--- src/rtl/mux_arb_nto1_reg.sv ---
// N-input registered multiplexer with per-channel valid/ready handshake.
// Select source is an external index (i_mode=0) or an internal round-robin arbiter (i_mode=1).
module mux_arb_nto1_reg #(
  parameter  int NUM_IN = 4,
  parameter  int WIDTH  = 32,
  localparam int SEL_W  = $clog2(NUM_IN)
) (
  input  logic                    i_clk,
  input  logic                    i_rst_n,
  input  logic [NUM_IN-1:0]       i_valid,
  input  logic [NUM_IN*WIDTH-1:0] i_data,
  output logic [NUM_IN-1:0]       o_ready,
  input  logic                    i_mode,
  input  logic [SEL_W-1:0]        i_sel,
  output logic                    o_valid,
  output logic [WIDTH-1:0]        o_data,
  output logic [SEL_W-1:0]        o_src,
  input  logic                    i_ready
);

  logic             r_valid;
  logic [WIDTH-1:0] r_data;
  logic [SEL_W-1:0] r_src;
  logic [SEL_W-1:0] r_ptr;

  logic             w_load_en;
  logic             w_gnt_vld;
  logic [SEL_W-1:0] w_gnt_idx;
  logic [SEL_W-1:0] w_rr_idx;
  logic [WIDTH-1:0] w_gnt_data;

  // The output register may load whenever it is empty or being drained this cycle.
  assign w_load_en = ~r_valid | i_ready;

  // NOTE: every signal written in a combinational block gets a default first, so no path leaves it unassigned and no latch is inferred.
  always_comb begin
    w_gnt_vld = 1'b0;
    w_gnt_idx = '0;
    w_rr_idx  = '0;
    if (!i_mode) begin
      // Only in-range indices can match, so an out-of-range i_sel never grants.
      for (int k = 0; k < NUM_IN; k++) begin
        if (i_sel == SEL_W'(k) && i_valid[k]) begin
          w_gnt_vld = 1'b1;
          w_gnt_idx = SEL_W'(k);
        end
      end
    end else begin
      // Search from ptr+1 upward with wrap; the last winner is visited last.
      for (int j = 1; j <= NUM_IN; j++) begin
        w_rr_idx = SEL_W'((int'(r_ptr) + j) % NUM_IN);
        if (!w_gnt_vld && i_valid[w_rr_idx]) begin
          w_gnt_vld = 1'b1;
          w_gnt_idx = w_rr_idx;
        end
      end
    end
  end

  always_comb begin
    w_gnt_data = '0;
    for (int k = 0; k < NUM_IN; k++) begin
      if (w_gnt_idx == SEL_W'(k)) w_gnt_data = i_data[k*WIDTH +: WIDTH];
    end
  end

  always_comb begin
    o_ready = '0;
    for (int k = 0; k < NUM_IN; k++) begin
      o_ready[k] = w_load_en & w_gnt_vld & (w_gnt_idx == SEL_W'(k));
    end
  end

  // NOTE: sequential state uses non-blocking assignments so every register samples pre-edge values.
  always_ff @(posedge i_clk or negedge i_rst_n) begin
    if (!i_rst_n) begin
      r_valid <= 1'b0;
      r_data  <= '0;
      r_src   <= '0;
      r_ptr   <= SEL_W'(NUM_IN - 1);
    end else if (w_load_en) begin
      r_valid <= w_gnt_vld;
      if (w_gnt_vld) begin
        r_data <= w_gnt_data;
        r_src  <= w_gnt_idx;
        if (i_mode) r_ptr <= w_gnt_idx;
      end
    end
  end

  assign o_valid = r_valid;
  assign o_data  = r_data;
  assign o_src   = r_src;

endmodule

--- config.mk ---
export PLATFORM = sky130hd
export DESIGN_NAME = mux_arb_nto1_reg
export DESIGN_NICKNAME = d
export VERILOG_FILES = /design/src/rtl/mux_arb_nto1_reg.sv
export SDC_FILE = /design/constraint.sdc
export NUM_CORES = 1
export LEC_CHECK = 0
export CORE_MARGIN = 2
export CORE_UTILIZATION = 36
export CTS_BUF_LIST = sky130_fd_sc_hd__clkbuf_8
export CTS_CLUSTER_DIAMETER = 200
export DETAILED_ROUTE_END_ITERATION = 8
export PLACE_DENSITY = 0.83
export SLEW_MARGIN = 20
export SYNTH_ARGS = -nofsm -noshare
export SYNTH_HDL_FRONTEND = slang
export SYNTH_SLANG_ARGS = --single-unit
--- constraint.sdc ---
create_clock -name i_clk -period 3.95 [get_ports i_clk]
set_input_delay 1.185 -clock i_clk [delete_from_list [all_inputs] [get_ports i_clk]]
set_output_delay 1.185 -clock i_clk [all_outputs]
set_load 0.005 [all_outputs]
# Yosys cells after proc, flatten, opt, wreduce, memory -nomap -nowiden
# Index checks and enable logic that the tools add are counted.
[totals]
inputBits = 138
reg_bits = 37
word_cells = 71
output_inout_bits = 39
[op_classes]
add_sub_neg = 4
eq_ne = 6
bitwise_logic = 7
order_cmp = 4
n_reduce_logical = 14
n_mux = 32
[ops]
columns = ["operator", "count"]
rows = [
  ["32-bit 2-to-1 mux", 4],
  ["1-bit 2-to-1 mux", 17],
  ["2-bit 2-to-1 mux", 7],
  ["2-bit by 3-bit < comparator with 1-bit output, second input constant", 4],
  ["1-bit binary-select mux with 2-bit select", 4],
  ["2-bit == test, second input constant", 4],
  ["1-bit logical AND", 7],
  ["1-bit AND", 5],
  ["2-bit by 1-bit adder with 2-bit output, second input constant", 2],
  ["2-bit adder, second input constant", 2],
  ["2-bit by 1-bit == test with 1-bit output, second input constant", 2],
  ["2-bit logical NOT", 2],
  ["1-bit logical NOT", 3],
  ["3-bit AND reduction", 1],
  ["2-bit AND reduction", 1],
  ["1-bit NOT", 1],
  ["1-bit bitwise OR", 1],
]

# Longest topological paths before layout
# Gate-level depths: netlist of the first run.
[logic_depth]
depth_word = 22
ltp_mapped = 10
depth_no_buf = 7

# Worst setup path before layout of the first run
# Ideal clock, no wire load.
[synth_timing]
kind = "input to output"
from = "in i_valid[3]"
to = "out o_ready[0]"
t_required_ps = 2765
cell_stages = 9
path_buffers = 3
arrival_ps = 2567
setup_slack_ps = 198
path_cell_list = "buf_4 -> nor3b_1 -> a311oi_1 -> o221ai_2 -> nand2_2 -> buf_6 -> buf_8 -> nand2_1 -> nor2_1"
[synth_via]
elab_chain_len = 18
elab_cells_between_ends = 33
classes_between = "mux (23); bitwise (2); reduce/logical (8)"
[synth_rtl]
columns = ["element", "line", "source"]
rows = [
  ["start: declaration", "10", "input logic [NUM_IN-1:0] i_valid,"],
  ["1-bit binary-select mux with 2-bit select", "52", "if (!w_gnt_vld && i_valid[w_rr_idx]) begin"],
  ["1-bit 2-to-1 mux (implied by the code)", "52", ""],
  ["1-bit 2-to-1 mux", "52", ""],
  ["1-bit 2-to-1 mux", "40", "if (!i_mode) begin"],
  ["1-bit logical NOT", "52", ""],
  ["1-bit logical AND", "52", ""],
  ["1-bit 2-to-1 mux", "52", ""],
  ["1-bit 2-to-1 mux", "40", ""],
  ["[... 2 more ...]", "n/a", ""],
  ["1-bit 2-to-1 mux", "52", ""],
  ["1-bit 2-to-1 mux", "40", ""],
  ["1-bit logical NOT", "52", ""],
  ["1-bit logical AND", "52", ""],
  ["1-bit 2-to-1 mux / 2-bit 2-to-1 mux (equally long branches)", "52", ""],
  ["1-bit 2-to-1 mux / 2-bit 2-to-1 mux (equally long branches)", "40", ""],
  ["1-bit AND / 2-bit logical NOT (equally long branches)", "70", "o_ready[k] = w_load_en & w_gnt_vld & (w_gnt_idx == SEL_W'(k));"],
  ["1-bit AND (*)", "70", ""],
  ["end: declaration", "12", "output logic [NUM_IN-1:0] o_ready,"],
]
# Every way passes the cells marked *; elsewhere a longest branch is shown, timed or not. The select of a mux whose other input is x is not followed.

# Worst setup path after layout of the first run
[layout_timing]
from = "in i_sel[1]"
to = "out o_ready[2]"
[layout_via]
elab_chain_len = 9
elab_cells_between_ends = 20
classes_between = "eq/ne (4); mux (9); bitwise (2); reduce/logical (5)"
[layout_rtl]
columns = ["element", "line", "source"]
rows = [
  ["start: declaration", "14", "input logic [SEL_W-1:0] i_sel,"],
  ["2-bit logical NOT", "43", "if (i_sel == SEL_W'(k) && i_valid[k]) begin"],
  ["1-bit logical AND", "43", ""],
  ["1-bit 2-to-1 mux (4 in a row)", "43", ""],
  ["1-bit 2-to-1 mux", "40", ""],
  ["1-bit AND", "70", ""],
  ["1-bit AND (*)", "70", ""],
]
# Every way passes the cells marked *; elsewhere a longest branch is shown, timed or not.

==> impl_metrics.csv, run 1 <==
group,metric,value,unit
status,outcome,"finished, final reports clean",
timing,fmax,256.3,MHz
finish,syn_to_final_growth,85.36,%
clock_tree,htreeDepth,2,
critical_path,crit_type,"in -> out",
critical_path,worstPathArrival,2.72,ns
power,power.share.clock,14.6,%
detailed_routing,wl_per_cell,17.83,um
power,intPower,1.554,mW
synthesis,syn-num-nets,389,
grt,antenna_found_initial,0,
power,leakage,1.938,nW
timing,finalClockSkew,0.008157,ns
finish,drive_gt1_share,21.08,%
timing,hold_violations,0,
clock_tree,cts_root_buf,"clkbuf_8",
clock_tree,cts_sinks,37,
grt,grt_overflow,0,
clock_tree,cts_tree,"done",
synthesis,synth_ff_type,"dfrtp_1",
power,p_per_area,506.7,nW/um^2
detailed_routing,routed_wl,9380,um
power,power_switching,805.9,uW
run,maxCapViolations,0,
synthesis,yosysMostFrequentCell,"a22oi_1",
power,comb_power_share,56.0,%
clock_tree,numCtsBuffers,5,
critical_path,cp.required,2.76,ns
synthesis,synth-warning-count,0,
detailed_routing,remaining_drc_errors,0,
floorplanning,pin_count,177,
timing,rsz0062_at_grt,"no",
floorplanning,rows,30,
placement,hpwl,7067,um
timing,worstMarginPinSlew,0.8543,ns
floorplanning,die_area,7663,um^2
synthesis,yosys.area.top_type_share,34.86,%
finish,n_antenna_cell,0,
timing,setup_viol,0,
critical_path,critPathCaptureType,"primary output",
critical_path,cp-start-kind,"input pin",
synthesis,yosysTopAreaCell,"dfrtp_1",
critical_path,crit_fanout,3,
floorplanning,fp.dieW,87.54,um
clock_tree,clk_latency,0.29,ns
floorplanning,initial_utilization,37.19,%
grt,grt_max_degree,64,
detailed_routing,ant_nets,0,
power,p_sw_share,34.15,%
timing,whs,0.4763,ns
synthesis,yosys.cell_types.count,44,
synthesis,synth_edf_count,0,
clock_tree,cts_buffer_depth,2,
detailed_routing,drt_iter0_drc,75,
power,peakVddDrop,0.2231,mV
synthesis,synth.avg_cell_area,10.01,um^2
floorplanning,die_h,87.54,um
synthesis,synth_commonest_cells,"a22oi_1 (55), dfrtp_1 (35), o21ai_0 (26), mux2_2 (20), nand2_1 (17)",
timing,drv_slew,0,
placement,place_congestion,0.8003,
clock_tree,path_clk_slew,0.07,ns
timing,maxSlewHeadroom,43.05,%
detailed_routing,num_vias,2859,
synthesis,syn-instance-count,251,
detailed_routing,firstDrtPassIters,4,
grt,grt_pass1_wl,14360,um
timing,totalNegativeSetupSlack,0,ns
synthesis,ys_ff_latch,37,
synthesis,synthArstFlopShare,100.0,%
synthesis,ys_seq_area_share,36.95,%
power,p_seq_share,29.4,%
placement,io_buffers,176,
floorplanning,core,6756,um^2
synthesis,syn_area,2512,um^2
grt,grt_pass1_vias,2952,
detailed_routing,viasPerCell,5.435,
synthesis,synthTopCellsByArea,"dfrtp_1 (35%), a22oi_1 (16%), mux2_2 (9.0%), o21ai_0 (5.2%), mux2i_1 (4.4%)",
timing,period_minus_slack,3.901,ns
finish,nets,583,
grt,grt_usage,23.93,%
timing,period_share,98.77,%
hold_path,hold_class,"reg -> reg",
==> state kept, by name (all words and copies together) (netlist names) <==
signal   count
o_src        2
o_data      32
r_ptr        2
o_valid      1
==> worst paths after layout <==
check / start / endpoint / slack [ns] / cells after the start
max: i_sel[1] / o_ready[2] / 0.05 / 10
min: o_src[0] / o_src[0] / 0.48 / 2
max reg2reg: r_ptr[0] / o_data[14] / 1.09 / 12
min reg2reg: o_src[0] / o_src[0] / 0.48 / 2
max in group asynchronous: i_rst_n / o_data[28] / 2.40 / 1
min in group asynchronous: i_rst_n / o_valid / 0.99 / 1
==> timing repair <==
| action | in CTS | in global routing |
|---|---|---|
| hold buffers | 0 | 0 |
| endpoints found under the setup margin | 4 | 4 |
| pin swaps | 10 | 6 |
| resized for setup | 33 | 19 |
| buffers inserted | 7 | 2 |
==> cells by family after synthesis <==
kind of cell	count (synthesis)	synth area share (%)
AOI/OAI and AO/OA	107	29.88
muxes	40	17.83
and+or+nand+nor	39	8.068
DFF	37	36.95
buffers and inverters	27	6.922
xor gates and xnor gates	1	0.3487
==> stage by stage <==
step | std cells | power (mW) | worst slack [ns] | instance area [um^2] | util (%)
final | 526 | 2.360 | 0.04866 | 4657 | 68.93
after floorplan | 251 | 1.274 | 0.1977 | 2512 | -
after global routing | 526 | 2.515 | 0.005849 | 4657 | 68.93
after global placement | 509 | 1.920 | -0.6049 | 4419 | 65.41
after detailed placement | 509 | 1.967 | -0.6693 | 4419 | 65.41
after CTS | 524 | 2.356 | 0.02409 | 4628 | 68.50
==> placed cells by master (no fill, tap or decap), types with 4 or more instances in the layout <==
cell | Yosys | layout
dfrtp_1 | 35 | 35
o21ai_0 | 26 | 25
mux2_1 | 6 | 6
a22oi_1 | 55 | 55
clkdlybuf4s50_1 | 0 | 164
buf_2 | 10 | 5
buf_4 | 3 | 28
buf_6 | 5 | 5
inv_1 | 3 | 4
nor2_1 | 6 | 5
o21ai_1 | 5 | 5
clkbuf_8 | 0 | 6
mux2_2 | 20 | 20
mux2i_1 | 11 | 11
nand2_1 | 17 | 16
o221ai_1 | 5 | 5
==> routing by layer <==
metal  track usage, %  part of all wire (%)  up-vias
met2            44.01                    53      123
met3            6.126                   7.8       18
li1                 -                     -     1358
met4            7.972                   2.6        0
met5                0                     0        -
met1            26.77                    36     1360
==> final cells by class <==
class,instances,area [um^2]
fillers,568,2100
repair buffers,210,2009
multi-input cells,187,1488
flip-flops and latches,37,928.4
well taps,80,100.1
clock buffers,6,82.58
clock inverters,2,33.78
inverters,4,15.01
==> power by group through the flow <==
stage / clock network [mW] / logic [mW] / registers (mW)
after floorplan: 0 / 0.592 / 0.681
after global placement: 0 / 1.24 / 0.685
after detailed placement: 0 / 1.26 / 0.702
after CTS: 0.352 / 1.31 / 0.693
after global routing: 0.369 / 1.43 / 0.718
final: 0.345 / 1.32 / 0.693
==> worst max-delay path, stage by stage <==
cell	delay (ns)
clkdlybuf4s15_1	0.20
mux2_2	0.35
a21o_1	0.20
o21ai_2	0.22
a41oi_4	0.07
buf_6	0.16
nand2_4	0.07
buf_6	0.11
nor2_2	0.03
buf_2	0.12
Note: power is estimated with default switching activity, not from simulation.
==> run 2, diff against run 1 <==
--- a/config.mk
+++ b/config.mk
@@ -5,7 +5,7 @@
 export SDC_FILE = /design/constraint.sdc
 export NUM_CORES = 1
 export LEC_CHECK = 0
-export CORE_MARGIN = 2
+export CORE_MARGIN = 3
 export CORE_UTILIZATION = 36
 export CTS_BUF_LIST = sky130_fd_sc_hd__clkbuf_8
 export CTS_CLUSTER_DIAMETER = 200
==> run 2 against run 1 <==
Combinational power barely moved. Via count increased by 2.3%. Non-clock buffer count grew 4. Sequential share of layout area is 0.18 points lower. Sequential power is essentially flat. Highest routed layer unchanged. Total power is 0.15% higher. Die area rose by 4.6%. Wire length is 1.4% higher. Register-to-register slack got worse by 0.20 ns. Cell count rose by 3.2%. Fmax up 0.89%. Cell area grew 0.89%.
==> impl_metrics.csv, run 2 (synthesized netlist as in run 1, its figures left out) <==
group,metric,value,unit
status,outcome,"finished, final reports clean",
floorplanning,core,6568,um^2
clock_tree,htreeDepth,2,
critical_path,crit_family,"buffers and inverters",
placement,place_congestion,0.8746,
timing,rsz0062_at_grt,"no",
power,leakage,1.941,nW
clock_tree,numCtsBuffers,5,
clock_tree,path_clk_slew,0.08,ns
critical_path,cp-start-kind,"input pin",
floorplanning,fp.dieW,89.54,um
finish,syn_to_final_growth,87.00,%
detailed_routing,routed_wl,9516,um
critical_path,crit_fanout,4,
grt,grt_pass1_vias,3041,
power,peakVddDrop,0.2294,mV
finish,register_area,928.4,um^2
critical_path,max_stage_delay,0.24,ns
finish,final_cell_area,4698,um^2
clock_tree,cts_sinks,37,
finish,multiInputGateArea,1494,um^2
detailed_routing,num_vias,2926,
finish,post-route-util,71.54,%
timing,hold_violations,0,
critical_path,path_common_cell,"buf_4",
grt,busiest_layer,"met2",
critical_path,cp_num_buf_inv,4,
detailed_routing,ant_nets,0,
detailed_routing,drt_iter0_drc,99,
clock_tree,cts_root_buf,"clkbuf_8",
clock_tree,ctsHoldBuffers,0,
finish,layout_commonest_cell,"clkdlybuf4s50_1",
critical_path,cp.required,2.76,ns
timing,period_share,97.90,%
grt,met3_usage,6.452,%
placement,hpwl,7098,um
timing,maxSlewHeadroom,38.32,%
timing,worstMarginPinSlew,0.9251,ns
finish,final_cell_mix,"clkdlybuf4s50_1 (165), a22oi_1 (54), dfrtp_1 (35), buf_4 (35), o21ai_0 (25)",
detailed_routing,viasPerCell,5.389,
timing,drv_slew,0,
floorplanning,rows,29,
grt,met1_usage,25.70,%
finish,largest_register_ffs,32,
grt,grt_pass1_wl,14220,um
power,p_per_area,503.0,nW/um^2
finish,drive_gt1_share,22.00,%
placement,placed_area,4431,um^2
critical_path,cp_cell_sequence,"clkdlybuf4s15_1 > buf_4 > nor3b_2 > a311oi_2 > o221ai_2 > nand2_2 > buf_4 > nor3_4 > buf_2",
clock_tree,cts_tree,"done",
floorplanning,die_area,8017,um^2
finish,n_antenna_cell,0,
detailed_routing,firstDrtPassIters,4,
timing,finalClockSkew,0.007686,ns
critical_path,crit_type,"in -> out",
finish,nets,587,
grt,grt_usage,22.95,%
floorplanning,initial_utilization,38.25,%
grt,use_met2,41.62,%
critical_path,cpMaxStageDelayCell,"clkdlybuf4s15_1",
detailed_routing,wl_per_cell,17.52,um
hold_path,hold_class,"reg -> reg",
floorplanning,pin_count,177,
timing,period_minus_slack,3.867,ns
clock_tree,clk_latency,0.29,ns
critical_path,critPathCaptureType,"primary output",
finish,num-fill-cells,501,
grt,grt_overflow,0,
placement,io_buffers,176,
detailed_routing,remaining_drc_errors,0,
timing,setup_viol,0,
clock_tree,cts_buffer_depth,2,
timing,fmax,258.6,MHz
grt,grt_max_degree,64,
run,maxCapViolations,0,
floorplanning,die_h,89.54,um
grt,antenna_found_initial,0,
critical_path,worstPathArrival,2.68,ns
[run 2: power breakdown]
group          internal, mW  switching (mW)
clock                 0.206           0.144
sequential            0.568           0.128
combinational         0.779           0.539
[run 2: metal layers]
layer / up-vias / wire (um)
li1: 1370 / -
met3: 12 / 744
met1: 1420 / 3562
met2: 124 / 5036
met4: 0 / 172
met5: - / 0
[run 2: final cells by class]
| cell class | instances | share of cell area, % |
|---|---|---|
| clock buffers | 6 | 1.758 |
| flip-flops and latches | 37 | 19.76 |
| well taps | 93 | 2.477 |
| clock inverters | 2 | 0.7989 |
| repair buffers | 214 | 43.09 |
| multi-input cells | 187 | 31.80 |
| inverters | 4 | 0.3196 |
[run 2: final timing paths]
check                            from    endpoint  slack, ns  cells after the start
setup / recovery           i_valid[2]  o_ready[3]       0.08                      9
hold reg to reg              o_src[0]    o_src[0]       0.49                      2
setup reg to reg             r_ptr[0]  o_data[19]       0.89                     10
hold / removal               o_src[0]    o_src[0]       0.49                      2
min in group asynchronous     i_rst_n     o_valid       1.00                      1
max in group asynchronous     i_rst_n  o_data[12]       2.38                      1
[run 2: stage by stage]
| step | total power [mW] | setup TNS, ns | worst slack (ns) | cells | hold slack, ns |
|---|---|---|---|---|---|
| after floorplan | 1.274 | 0 | 0.1977 | 251 | 0.4711 |
| after global placement | 1.917 | -3.903 | -0.5959 | 523 | 0.4630 |
| after detailed placement | 1.958 | -5.966 | -0.6374 | 523 | 0.4733 |
| after CTS | 2.360 | 0 | 0.02155 | 541 | 0.4950 |
| after global routing | 2.522 | 0 | 0.01119 | 543 | 0.5311 |
| final | 2.363 | 0 | 0.08305 | 543 | 0.4903 |
[run 2: worst reg2reg max path, delay by kind of cell, from the launching register on]
family | cells | cell delay (ns)
AOI/OAI and AO/OA | 6 | 1.36
and+or+nand+nor | 1 | 0.21
DFF | 1 | 0.67
buffers and inverters | 3 | 0.74
[run 2: repair_timing]
| action | CTS | global route |
|---|---|---|
| hold endpoints to repair | 0 | 0 |
| setup buffers | 10 | 2 |
| gates resized for setup | 38 | 7 |
| pin swaps | 10 | 8 |
| endpoints found under the setup margin | 4 | 4 |
==> run 3, diff against run 2 <==
--- a/config.mk
+++ b/config.mk
@@ -10,8 +10,8 @@
 export CTS_BUF_LIST = sky130_fd_sc_hd__clkbuf_8
 export CTS_CLUSTER_DIAMETER = 200
 export DETAILED_ROUTE_END_ITERATION = 8
+export HOLD_SLACK_MARGIN = 0.15
 export PLACE_DENSITY = 0.83
-export SLEW_MARGIN = 20
 export SYNTH_ARGS = -nofsm -noshare
 export SYNTH_HDL_FRONTEND = slang
 export SYNTH_SLANG_ARGS = --single-unit
==> results of run 3 <==
No change in the layout: final DEF, timing and power equal those of run 2.
==> edit 1, RTL diff (flow settings as in run 2) <==
`WIDTH`: 32 -> 28.
--- a/src/rtl/mux_arb_nto1_reg.sv
+++ b/src/rtl/mux_arb_nto1_reg.sv
@@ -2,7 +2,7 @@
 // Select source is an external index (i_mode=0) or an internal round-robin arbiter (i_mode=1).
 module mux_arb_nto1_reg #(
   parameter  int NUM_IN = 4,
-  parameter  int WIDTH  = 32,
+  parameter  int WIDTH  = 28,
   localparam int SEL_W  = $clog2(NUM_IN)
 ) (
   input  logic                    i_clk,
Interface: changed (resized i_data and o_data); port bits go from 177 to 157. The function was not compared with the original's and may differ.
==> edit 1 against run 2 <==
- sequential cell count is 4 lower
- routed wire length is 24% higher
- clock power is 25% lower
- global-route usage is 0.55 points lower
- final cell count is 15% higher
- core utilization is 12 points lower
- design area is 7.1% higher
- total power is 10% lower
- setup slack worse by 0.0044 ns
- synthesized area is 29% higher
==> edit 1: results (changes against run 2) <==
- The launch point of the critical path is i_valid[3] (was i_valid[2]).
- The max-slew headroom at the worst pin came to 0.447 (was 0.383).
- The number of filler instances in the final layout is 738 (was 501).
- The end point of the worst hold path is o_data[15] (was o_src[0]).
- The wire length on met1 is 4560 um (was 3560 um).
- The flip-flop count of the largest register after layout is 28 (was 32).
- The placed instance area is 4880 um^2 (was 4430 um^2).
- The port buffer count was 156 (was 176).
- The data arrival time at the worst-slack endpoint was 2.69 ns (was 2.68 ns).
- The path depth of the worst reg2reg path is 8 (was 10).
- The worst reg2reg path endpoint is o_data[24] (was o_data[19]).
- The synthesized-area fraction occupied by xor and xnor cells is 0.00270 (was 0.00349).
- The net count of the finished layout is 642 (was 587).
- The global routing met1 resource utilization is 0.253 (was 0.257).
- The number of instances resized during post-cts repair was 33 (was 38).
- The met3 wirelength from detailed routing is 957 um (was 744 um).
- The number of cells traversed by the worst hold path came to 1 (was 2).
- The static leakage power is 0.00196 uW (was 0.00194 uW).
- The part of the Yosys area used for sequential elements is 0.255 (was 0.370).
- The global-route usage over all layers was 0.224 (was 0.230).
- The share of synthesized area spent on multiplexers is 0.112 (was 0.178).
- The maximum net fanout on the critical path came to 7 (was 4).
- The synthesized area divided by synthesized cell count is 8.96 um^2 (was 10.0 um^2).
- The worst setup slack for register-to-register paths is 1.38 ns (was 0.89 ns).
- Run status: finished, final reports clean (unchanged).
- The number of global-route vias before repair is 3865 (was 3041).
- Area contributors post-synth: sky130_fd_sc_hd__dfrtp_1, sky130_fd_sc_hd__mux2i_1, sky130_fd_sc_hd__a221oi_2 (was sky130_fd_sc_hd__dfrtp_1, sky130_fd_sc_hd__a22oi_1, sky130_fd_sc_hd__mux2_2).
- The number of placed cells counting well taps was 612 (was 523).
==> edit 1: changes by cell type after synthesis, sizes merged, moves of 23 or more <==
cell | run 2 | this run
a221oi | 0 | 28
mux2 | 29 | 2
nor2 | 6 | 34
and2 | 0 | 29
o22a | 0 | 28
mux2i | 11 | 34
a211oi | 0 | 29
a22oi | 56 | 1
o21ai | 31 | 58
==> edit 1: through the flow <==
stage,setup TNS (ns),util,worst slack (ns),hold WS (ns)
6_report,0,0.595,0.0786,0.512
5_1_grt,0,0.595,0.0169,0.532
4_1_cts,0,0.595,0.00596,0.510
3_5_place_dp,-2.34,0.577,-0.641,0.490
3_3_place_gp,-2.08,0.577,-0.555,0.483
2_1_floorplan,0,-,0.149,0.484
==> edit 1: cell type report <==
cell class	count	area, um^2	area share
multi-input cells	284	2170	0.432
inverters	5	18.8	0.00373
clock inverters	1	3.75	0.000746
repair buffers	191	1790	0.356
clock buffers	6	82.6	0.0164
well taps	105	131	0.0261
flip-flops and latches	33	828	0.165
==> edit 1: worst max-delay path: stages <==
cell,delay (ns)
sky130_fd_sc_hd__clkbuf_4,0.16
sky130_fd_sc_hd__or3_1,0.13
sky130_fd_sc_hd__a211oi_2,0.07
sky130_fd_sc_hd__or3_4,0.40
sky130_fd_sc_hd__a31oi_4,0.22
sky130_fd_sc_hd__buf_6,0.13
sky130_fd_sc_hd__nand2_2,0.07
sky130_fd_sc_hd__nor2_2,0.10
sky130_fd_sc_hd__clkdlybuf4s15_1,0.21
==> edit 1: power by group through the flow <==
stage                     registers, uW  logic, uW  clock network (uW)
after detailed placement            596       1240                   0
after floorplan                     566        754                   0
after global placement              588       1200                   0
after global routing                615       1360                 284
after CTS                           593       1260                 272
final                               596       1270                 264
==> edit 2, RTL diff (config.mk and constraints of run 2) <==
Made on the original files. Register the input `i_mode` before use, cleared by the reset. The logic sees it one clock later. The other inputs are not delayed to match.
--- a/src/rtl/mux_arb_nto1_reg.sv
+++ b/src/rtl/mux_arb_nto1_reg.sv
@@ -18,6 +18,16 @@
   input  logic                    i_ready
 );
 
+  logic i_mode_q;
+
+  always_ff @(posedge i_clk or negedge i_rst_n) begin
+    if (!i_rst_n) begin
+      i_mode_q <= '0;
+    end else begin
+      i_mode_q <= i_mode;
+    end
+  end
+
   logic             r_valid;
   logic [WIDTH-1:0] r_data;
   logic [SEL_W-1:0] r_src;
@@ -37,7 +47,7 @@
     w_gnt_vld = 1'b0;
     w_gnt_idx = '0;
     w_rr_idx  = '0;
-    if (!i_mode) begin
+    if (!i_mode_q) begin
       // Only in-range indices can match, so an out-of-range i_sel never grants.
       for (int k = 0; k < NUM_IN; k++) begin
         if (i_sel == SEL_W'(k) && i_valid[k]) begin
@@ -83,7 +93,7 @@
       if (w_gnt_vld) begin
         r_data <= w_gnt_data;
         r_src  <= w_gnt_idx;
-        if (i_mode) r_ptr <= w_gnt_idx;
+        if (i_mode_q) r_ptr <= w_gnt_idx;
       end
     end
   end
Behaviour: not the same (a bounded check fails within 4 cycles, from zero or initial values and one cycle with i_rst_n low).
==> edit 2 against run 2 <==
- total power shrank 4.3%
- sequential cell count grew 1
- design area shrank 1.9%
- critical path depth is the same
- die area grew 0.93%
- largest cell class unchanged
- setup slack lost 0.046 ns
- routed wire length shrank 1.7%
- synthesized area grew 1.0%
- global-route usage shrank 0.36 points
- core utilization shrank 1.7 points
==> edit 2: results (changes against run 2) <==
- The worst-case hold slack is 0.489 ns (was 0.490 ns).
- The clock-cell share of area was 0.0182 (was 0.0256).
- The register area is 953 um^2 (was 928 um^2).
- The number of cells traversed by the worst hold path is 2 (unchanged).
- The part of the Yosys area used for sequential elements came to 0.376 (was 0.370).
- The placed instance area came to 4420 um^2 (was 4430 um^2).
- The number of placed cells counting well taps was 518 (was 523).
- The startpoint of the tightest hold check path is o_src[1] (was o_src[0]).
- The largest vdd supply drop is 299 uV (was 229 uV).
- The share of synthesized cell area in full adder, half adder and majority cells is 0 (unchanged).
- The final wirelength is 9350 um (was 9520 um).
- The data arrival time at the worst-slack endpoint was 2.73 ns (was 2.68 ns).
- The final setup skew is 0.00259 ns (was 0.00769 ns).
- The critical-path cell with the highest stage delay is sky130_fd_sc_hd__a311oi_2 (was sky130_fd_sc_hd__clkdlybuf4s15_1).
- The ratio of routed vias to standard cells came to 5.31 (was 5.39).
- The placer congestion estimate is 0.843 (was 0.875).
- The synthesis-stage register bit count was 38 (was 37).
- The synthesized netlist net count is 390 (was 389).
- The destination of the critical timing path was o_ready[2] (was o_ready[3]).
- Area contributors post-synth: sky130_fd_sc_hd__dfrtp_1, sky130_fd_sc_hd__a22oi_1, sky130_fd_sc_hd__mux2_2 (unchanged).
- The worst reg2reg path endpoint was o_data[31] (was o_data[19]).
- The layout cell share with drive strength beyond 1 came to 0.197 (was 0.220).
- The synthesized-area fraction occupied by xor and xnor cells is 0.00345 (was 0.00349).
- The path depth of the worst reg2reg path is 11 (was 10).
- The number of filler instances in the final layout was 520 (was 501).
- The net count of the finished layout is 578 (was 587).
- The delay of the slowest cell on the worst path was 0.34 ns (was 0.24 ns).
- The detailed placer's ending HPWL came to 7010 um (was 7100 um).
- The compound-cell area share of the yosys netlist was 0.296 (was 0.299).
- The cell-internal power was 1470 uW (was 1550 uW).
- The number of global-route vias before repair was 3061 (was 3041).
- The first-iteration detailed-routing DRC count is 84 (was 99).
- The part of the power in the clock network is 0.115 (was 0.148).
- Run status: finished, final reports clean (unchanged).
- The worst-case setup slack after placement is -0.713 ns (was -0.637 ns).
- The share of flip-flops with an asynchronous set or reset is 1.00 (unchanged).
- The combinational cell fraction of total power is 0.573 (was 0.558).
- The multi-input gate share of total cell area is 0.320 (was 0.318).
- The flip-flop count of the largest register after layout is 32 (unchanged).
- The static leakage power is 0.00189 uW (was 0.00194 uW).
- The initial antenna violation count is 0 (unchanged).
- The transition time at the pin with the least slew margin is 0.905 ns (was 0.925 ns).
- The layout buffering overhead excluding clock cells is 0.427 (was 0.431).
- The number of cells produced by synthesis came to 252 (was 251).
- The die boundary width is 90.0 um (was 89.5 um).
- The wire length of the first global-routing pass is 15000 um (was 14200 um).
- The share of synthesized area spent on multiplexers was 0.177 (was 0.178).
- The end point of the worst hold path is o_src[1] (was o_src[0]).
- The global-route usage over all layers is 0.226 (was 0.230).
- The maximum net fanout on the critical path was 10 (was 4).
- The detailed-route wire length per cell is 17.5 um (about the same).
- The final critical-path required period is 3.91 ns (was 3.87 ns).
edit 2: cell types whose count changed after synthesis, sizes merged:
cell          run 2  this run
dfrtp            35        36
edit 2: layer usage:
metal | vias up | part of all wire | track usage
met3 | 14 | 0.084 | 0.0684
met1 | 1340 | 0.37 | 0.240
met5 | - | 0 | 0
met4 | 0 | 0.017 | 0.0651
li1 | 1353 | - | -
met2 | 128 | 0.53 | 0.428
edit 2: cell families after synthesis:
logic type      Yosys count
compound gates          107
xor+xnor                  1
buf+inv                  27
flops                    38
mux                      40
simple gates             39
edit 2: tightest hold or removal path: stages (launching register included):
cell                      delay [ns]
sky130_fd_sc_hd__dfrtp_1        0.35
sky130_fd_sc_hd__nand2_1        0.04
sky130_fd_sc_hd__o21ai_0        0.06
edit 2: repair_timing:
action | 4_1_cts | 5_1_grt
gates resized for setup | 40 | 6
gates cloned | 0 | 0
pin swaps | 9 | 3
buffers inserted | 8 | 0
setup endpoints to repair | 4 | 4
